**src/rtl/rl_queue_serializer_if.sv**
```systemverilog
// Queue read port plus beat stream of the serializer, with its control strobes.
interface rl_queue_serializer_if #(
  parameter int DBITS = 32,
  parameter int OBITS = 8
);
  logic             clr_i;
  logic             ena_i;
  logic             q_empty_i;
  logic [DBITS-1:0] q_d_i;
  logic             q_re_o;
  logic             valid_o;
  logic             ready_i;
  logic [OBITS-1:0] data_o;
  logic             last_o;
  logic             busy_o;

  modport master (
    output clr_i, ena_i, q_empty_i, q_d_i, ready_i,
    input  q_re_o, valid_o, data_o, last_o, busy_o
  );

  modport slave (
    input  clr_i, ena_i, q_empty_i, q_d_i, ready_i,
    output q_re_o, valid_o, data_o, last_o, busy_o
  );
endinterface

```
**src/rtl/rl_queue_serializer.sv**
```systemverilog
// Pops DBITS-wide queue entries and streams them out as OBITS-wide beats, LSB slice first,
// refilling on the last accepted beat so consecutive words leave without a bubble.
module rl_queue_serializer #(
  parameter int DBITS = 32,
  parameter int OBITS = 8
) (
  input logic                  clk_i,
  input logic                  rst_ni,
  rl_queue_serializer_if.slave bus
);
  localparam int RATIO = DBITS / OBITS;
  localparam int CW = (RATIO > 1) ? $clog2(RATIO) : 1;
  localparam logic [CW-1:0] CNT_LAST = CW'(RATIO - 1);

  typedef enum logic {IDLE = 1'b0, SHIFT = 1'b1} state_e;

  state_e           state;
  logic [DBITS-1:0] hold;
  logic [CW-1:0]    cnt;
  logic             valid;
  logic             last;
  logic             accept;
  logic             load;

  function automatic logic [DBITS-1:0] next_slice(input logic [DBITS-1:0] v);
    return v >> OBITS;
  endfunction

  assign valid  = (state == SHIFT);
  assign last   = valid & (cnt == CNT_LAST);
  assign accept = valid & bus.ready_i;
  // Reset is folded in so the queue is never popped while the block is held in reset.
  assign load   = rst_ni & bus.ena_i & ~bus.clr_i & ~bus.q_empty_i & (~valid | (accept & last));

  assign bus.q_re_o  = load;
  assign bus.valid_o = valid;
  assign bus.busy_o  = valid;
  assign bus.last_o  = last;
  assign bus.data_o  = hold[OBITS-1:0];

  always_ff @(posedge clk_i or negedge rst_ni) begin
    if (!rst_ni) begin
      state <= IDLE;
      cnt   <= '0;
      hold  <= '0;
    end else if (bus.clr_i) begin
      state <= IDLE;
      cnt   <= '0;
      hold  <= '0;
    end else if (bus.ena_i) begin
      if (load) begin
        hold  <= bus.q_d_i;
        cnt   <= '0;
        state <= SHIFT;
      end else if (accept) begin
        if (!last) begin
          hold <= next_slice(hold);
          cnt  <= cnt + CW'(1);
        end else begin
          state <= IDLE;
          cnt   <= '0;
          hold  <= '0;
        end
      end
    end
  end
endmodule
```
**src/flat_wrapper.sv**
```systemverilog
// flat-port wrapper written by rule: the top's interface ports become plain ports
module rl_queue_serializer_flat 
#(
  parameter int DBITS = 32,
  parameter int OBITS = 8
)
  (clk_i, rst_ni, bus_clr_i, bus_ena_i, bus_q_empty_i, bus_q_d_i, bus_ready_i, bus_q_re_o, bus_valid_o, bus_data_o, bus_last_o, bus_busy_o);
  rl_queue_serializer_if #(.DBITS(DBITS), .OBITS(OBITS)) bus_i ();
  input logic clk_i;
  input logic rst_ni;
  input wire logic [$bits(bus_i.clr_i)-1:0] bus_clr_i;
  input wire logic [$bits(bus_i.ena_i)-1:0] bus_ena_i;
  input wire logic [$bits(bus_i.q_empty_i)-1:0] bus_q_empty_i;
  input wire logic [$bits(bus_i.q_d_i)-1:0] bus_q_d_i;
  input wire logic [$bits(bus_i.ready_i)-1:0] bus_ready_i;
  output wire logic [$bits(bus_i.q_re_o)-1:0] bus_q_re_o;
  output wire logic [$bits(bus_i.valid_o)-1:0] bus_valid_o;
  output wire logic [$bits(bus_i.data_o)-1:0] bus_data_o;
  output wire logic [$bits(bus_i.last_o)-1:0] bus_last_o;
  output wire logic [$bits(bus_i.busy_o)-1:0] bus_busy_o;
  assign bus_i.clr_i = bus_clr_i;
  assign bus_i.ena_i = bus_ena_i;
  assign bus_i.q_empty_i = bus_q_empty_i;
  assign bus_i.q_d_i = bus_q_d_i;
  assign bus_i.ready_i = bus_ready_i;
  assign bus_q_re_o = bus_i.q_re_o;
  assign bus_valid_o = bus_i.valid_o;
  assign bus_data_o = bus_i.data_o;
  assign bus_last_o = bus_i.last_o;
  assign bus_busy_o = bus_i.busy_o;
  rl_queue_serializer #(.DBITS(DBITS), .OBITS(OBITS)) u_core (.clk_i(clk_i), .rst_ni(rst_ni), .bus(bus_i));
endmodule
```
**config.mk**
```make
export PLATFORM = sky130hd
export DESIGN_NAME = rl_queue_serializer_flat
export DESIGN_NICKNAME = d
export VERILOG_FILES = /design/src/rtl/rl_queue_serializer_if.sv /design/src/rtl/rl_queue_serializer.sv /design/src/flat_wrapper.sv
export SDC_FILE = /design/constraint.sdc
export NUM_CORES = 1
export LEC_CHECK = 0
export CORE_AREA = 2 2 62 64
export DETAILED_ROUTE_END_ITERATION = 8
export DIE_AREA = 0 0 64 66
export GPL_TIMING_DRIVEN = 0
export HOLD_SLACK_MARGIN = 0.15
export PLACE_DENSITY = 0.85
export SLEW_MARGIN = 30
export SYNTH_ARGS = -nofsm -noshare
export SYNTH_HDL_FRONTEND = slang
export SYNTH_SLANG_ARGS = --single-unit
```
**constraint.sdc**
```tcl
create_clock -name clk_i -period 4 [get_ports clk_i]
set_clock_uncertainty 0.15 [all_clocks]
set_input_delay 0.4 -clock clk_i [delete_from_list [all_inputs] [get_ports clk_i]]
set_output_delay 0.4 -clock clk_i [all_outputs]
set_load 0.005 [all_outputs]
```
### After elaboration in Yosys (flattened, before gate mapping)

Cells that the tools add are included.

| storage, ports and cells | value |
|---|---|
| register bits | 35 |
| input bits | 38 |
| output and inout bits | 12 |

| operators by class | value |
|---|---|
| add/sub/neg operators | 1 |
| equal/unequal tests | 1 |
| muxes and demuxes | 15 |
| bitwise operators | 11 |
| reduce and logical (&&, ||, !) cells | 5 |

Operators with widths:

| cell | number |
|---|---|
| $mux W32 | 4 |
| $mux W24 | 1 |
| $mux W2 | 5 |
| $and A1 B1 Y1 | 7 |
| $reduce_bool A3 Y1 | 2 |
| $mux W1 | 5 |
| $not A1 Y1 | 3 |
| $reduce_and A3 Y1 | 1 |
| $add A2 B1 Y2 const B | 1 |
| $eq A2 B2 Y1 const B | 1 |
| $reduce_and A2 Y1 | 1 |
| $reduce_bool A2 Y1 | 1 |
| $or A1 B1 Y1 | 1 |

### Depth between registers and ports, before layout

| depth | value |
|---|---|
| depth after elaboration | 8 |
| mapped depth | 5 |

### Worst setup path before layout

OpenSTA, ideal clock, no wires.

| path | value |
|---|---|
| path kind | register to output |
| from | reg u_core.cnt[0] |
| to | out bus_q_re_o |
| data arrival time | 1.157 ns |
| data required time | 3.450 ns |
| path slack | 2.293 ns |
| stages on the path, launching flop included | 5 |
| buffers on the path | 1 |
| cells stage by stage | dfrtp_1 > ha_1 > a21bo_4 > and2_1 > buf_4 |

| between the ends | value |
|---|---|
| longest elaborated chain between the ends | 5 |

RTL lines:

| what | RTL line | source |
|---|---|---|
| start, declared | rl_queue_serializer.sv:19 | `logic [CW-1:0] cnt;` |
| start signal, assigned | rl_queue_serializer.sv:58 | `cnt <= cnt + CW'(1);` |
| $eq A2 B2 Y1 | rl_queue_serializer.sv:30 | `assign last = valid & (cnt == CNT_LAST);` |
| $and A1 B1 Y1 | rl_queue_serializer.sv:30 |  |
| $and A1 B1 Y1 | rl_queue_serializer.sv:33 | `assign load = rst_ni & bus.ena_i & ~bus.clr_i & ~bus.q_empty_i & (~valid \| (accept & last));` |
| $or A1 B1 Y1 | rl_queue_serializer.sv:33 |  |
| $and A1 B1 Y1 | rl_queue_serializer.sv:33 |  |
| end, declared | flat_wrapper.sv:16 | `output wire logic [$bits(bus_i.q_re_o)-1:0] bus_q_re_o;` |

No other way between the ends.

### Final worst setup path

| path | value |
|---|---|
| from | in rst_ni |
| to | out bus_q_re_o |

| between the ends | value |
|---|---|
| longest elaborated chain between the ends | 4 |

RTL lines:

| what | RTL line | source |
|---|---|---|
| start, declared | flat_wrapper.sv:10 | `input logic rst_ni;` |
| $and A1 B1 Y1 (4 in series) | rl_queue_serializer.sv:33 |  |

No other way between the ends.

==> impl_metrics.env <==
export IMPL_grt_pass1_wl_um=6851
export IMPL_reg2reg_to="u_core.hold[18]"
export IMPL_drt_initial_drc_count=97
export IMPL_core_area_um2=3551
export IMPL_p_sw_w=0.0001637
export IMPL_clockBufferDepth=2
export IMPL_ys_seq_area_share_pct=51.93
export IMPL_setup_ws_ps=964.3
export IMPL_post_route_drc_count=0
export IMPL_min_period_ps=3036
export IMPL_r2r_start="u_core.bus.busy_o"
export IMPL_gp_congestion=0.8572
export IMPL_synth_net_count=172
export IMPL_critical_path_max_stage_delay_ps=520
export IMPL_whs_endpoint="u_core.hold[2]"
export IMPL_tritoncts="done"
export IMPL_p_leak_nw=1.149
export IMPL_row_count=22
export IMPL_totalPowerFinal_w=0.0006698
export IMPL_dp_hpwl_um=2925
export IMPL_synth_edf_count=0
export IMPL_grt_max_degree=22
export IMPL_period_share_pct=75.89
export IMPL_synthArstFlopShare_pct=100.0
export IMPL_hold_path_cell_count=1
export IMPL_stdcell_count=240
export IMPL_worstPathRequired_ps=3450
export IMPL_vias=1369
export IMPL_routed_wl_um=3974
export IMPL_numCtsBuffers=5
export IMPL_setup_tns_ps=0
export IMPL_syn_avg_cell_area_um2=12.68
export IMPL_swShare_pct=24.44
export IMPL_timing_fmax_mhz=329.4
export IMPL_antenna_found_initial=0
export IMPL_worst_pin_slew_ps=436.1
export IMPL_p_seq_share_pct=56.3
export IMPL_drv_cap=0
export IMPL_ir_worst_vdd_mv=0.1813
export IMPL_finalSetupViolations=0
export IMPL_rr_worst_depth=4
export IMPL_final_layout_size_suffix_gt1_share_pct=18.23
export IMPL_io_buffer_count=48
export IMPL_rrSetupSlack_ps=2180
export IMPL_worstPathArrival_ps=2490
export IMPL_drt_pre_antenna_iters=4
export IMPL_clk_pin_slew_ps=100
export IMPL_clockPowerShare_pct=27.2
export IMPL_grt_pass1_vias=1419
export IMPL_p_per_area_nw_per_um2=288.8
export IMPL_dieHeight_um=66
export IMPL_syn_inst=133
export IMPL_ant_nets=0
export IMPL_vias_per_cell=5.704
export IMPL_cpMaxStageDelayCell="dlygate4sd3_1"
export IMPL_area_growth_pct=37.54
export IMPL_path_class="in -> out"
export IMPL_crit_path_max_fanout=18
export IMPL_crit_chain="dlygate4sd3_1 > buf_2 > and4bb_4 > and2_1 > buf_4 > clkdlybuf4s50_1"
export IMPL_maxSlewViolCount=0
export IMPL_cts_root_buf="clkbuf_4"
export IMPL_hold_class="reg -> reg"
export IMPL_start_util_pct=47.50
export IMPL_grt_overflow_total=0
export IMPL_placed_cells=230
export IMPL_hold_viol_final=0
export IMPL_die_w_um=64
export IMPL_synth_top_area_share_pct=51.93
export IMPL_die_area_um2=4224
export IMPL_post_cts_buffers=0
export IMPL_diodes=0
export IMPL_nets=230
export IMPL_synth_area_um2=1687
export IMPL_pre_cts_ws_ps=1287
export IMPL_synth_distinct_cells=25
export IMPL_slew_headroom_pct=70.93
export IMPL_grt_use_total_pct=21.01
export IMPL_status="finished, final reports clean"
export IMPL_cts_hold_buf=2
export IMPL_cts_resized=0
export IMPL_start_kind="input pin"
export IMPL_netlist_top_cells_area="dfrtp_1 (52%), a221o_1 (14%), and3_1 (8.5%), buf_4 (5.8%), a22o_1 (4.2%)"
export IMPL_ys_flop_type="dfrtp_1"
export IMPL_yosys_area_top_type="dfrtp_1"
export IMPL_final_fill_count=262
export IMPL_rsz0062_at_grt="false"
export IMPL_insertion_delay_ps=330
export IMPL_wl_per_cell_um=16.56
export IMPL_combPwrFrac_pct=16.4
export IMPL_synth_top_cells_by_count="dfrtp_1 (35), a221o_1 (24), and3_1 (23)"
export IMPL_yosysWarnings=0
export IMPL_ys_ff_latch=35
export IMPL_worst_setup_path_end_kind="primary output"
export IMPL_cts_sinks=35
export IMPL_ios=50
export IMPL_yosysMostFrequentCell="dfrtp_1"
export IMPL_hold_start="u_core.hold[10]"
export IMPL_htreeDepth=2
export IMPL_p_int_w=0.0005061
worst max-delay path by stage:
stage	endpoint	from	cells past startpoint	slack, ps
final	bus_q_re_o	rst_ni	6	960
after global routing	bus_q_re_o	rst_ni	6	840
after CTS	bus_q_re_o	rst_ni	6	940
after detailed placement	bus_q_re_o	bus_ena_i	5	1290
after global placement	bus_q_re_o	rst_ni	5	170
after floorplan	bus_q_re_o	u_core.cnt[0]	4	2290
final cells by class:
| class | instances | area [um^2] | area share (%) |
|---|---|---|---|
| multi-input cells | 78 | 653.1 | 28.16 |
| flip-flops and latches | 35 | 875.8 | 37.76 |
| repair buffers | 51 | 523.0 | 22.55 |
| clock inverters | 1 | 5.005 | 0.2158 |
| plain buffers | 20 | 157.7 | 6.796 |
| clock buffers | 7 | 45.04 | 1.942 |
| well taps | 48 | 60.06 | 2.589 |
stage by stage:
| stage | util, % | hold WS [ps] | instance area [um^2] |
|---|---|---|---|
| 5_1_grt | 65.33 | 391.3 | 2320 |
| 6_report | 65.33 | 368.8 | 2320 |
| 4_1_cts | 65.33 | 365.2 | 2320 |
| 3_5_place_dp | 63.35 | 214.3 | 2250 |
| 3_3_place_gp | 62.72 | 339.4 | 2227 |
| 2_1_floorplan | - | -45.59 | 1687 |
power groups by stage:
| stage | logic [W] | registers [W] | clock network (W) |
|---|---|---|---|
| after global placement | 0.000103 | 0.000383 | 0 |
| after global routing | 0.000119 | 0.000379 | 0.000205 |
| final | 0.000110 | 0.000377 | 0.000182 |
| after CTS | 0.000111 | 0.000377 | 0.000187 |
| after floorplan | 0.0000447 | 0.000381 | 0 |
| after detailed placement | 0.000109 | 0.000384 | 0 |
per-layer routing:
layer	share of wire (%)	global-route usage [%]	wire, um	up-vias
met5	0	0	0	-
met4	1.6	9.511	62	0
met3	5.5	3.918	220	7
met2	49	34.11	1949	46
met1	44	27.28	1741	681
li1	-	-	-	635
state kept, by name (all words and copies together), names as in the netlist:
register / flops
u_core.cnt: 2
u_core.hold: 32
u_core.bus.busy_o: 1
logic make-up (layout without fill, tap and decap cells):
logic type / count (synthesis) / after routing / synth area share, %
AOI/OAI and AO/OA: 40 / 40 / 22.33
adders and majority gates: 1 / 1 / 0.7417
buffers and inverters: 20 / 79 / 9.347
DFF: 35 / 35 / 51.93
muxes: 2 / 2 / 1.335
and+or+nand+nor: 35 / 35 / 14.32
cells in the final DEF, fill, tap and decap left out:
cell and instances:
and2_1 2, a21o_1 1, clkbuf_4 5, dlygate4sd3_1 2, o211ai_1 1, nand4b_1 1
clkinv_2 1, buf_6 4, a221o_1 24, dfrtp_1 35, o21a_1 1, a21bo_4 1
and3_1 23, nand3_1 1, buf_16 1, ha_1 1, clkdlybuf4s50_1 47, nor2_2 1
nor3b_2 1, buf_4 13, and4b_1 1, nor4bb_1 1, and4bb_4 1, buf_2 4
nand2b_1 2, nor2_1 1, mux2_2 2, clkbuf_1 2, a21oi_1 3, a22o_1 8
o22ai_2 1
worst max-delay path, delay by kind of cell:
family                 cells  cell delay (ps)
buffers and inverters      4             1570
and+or+nand+nor            2              510
(Power assumes the default switching activity.)
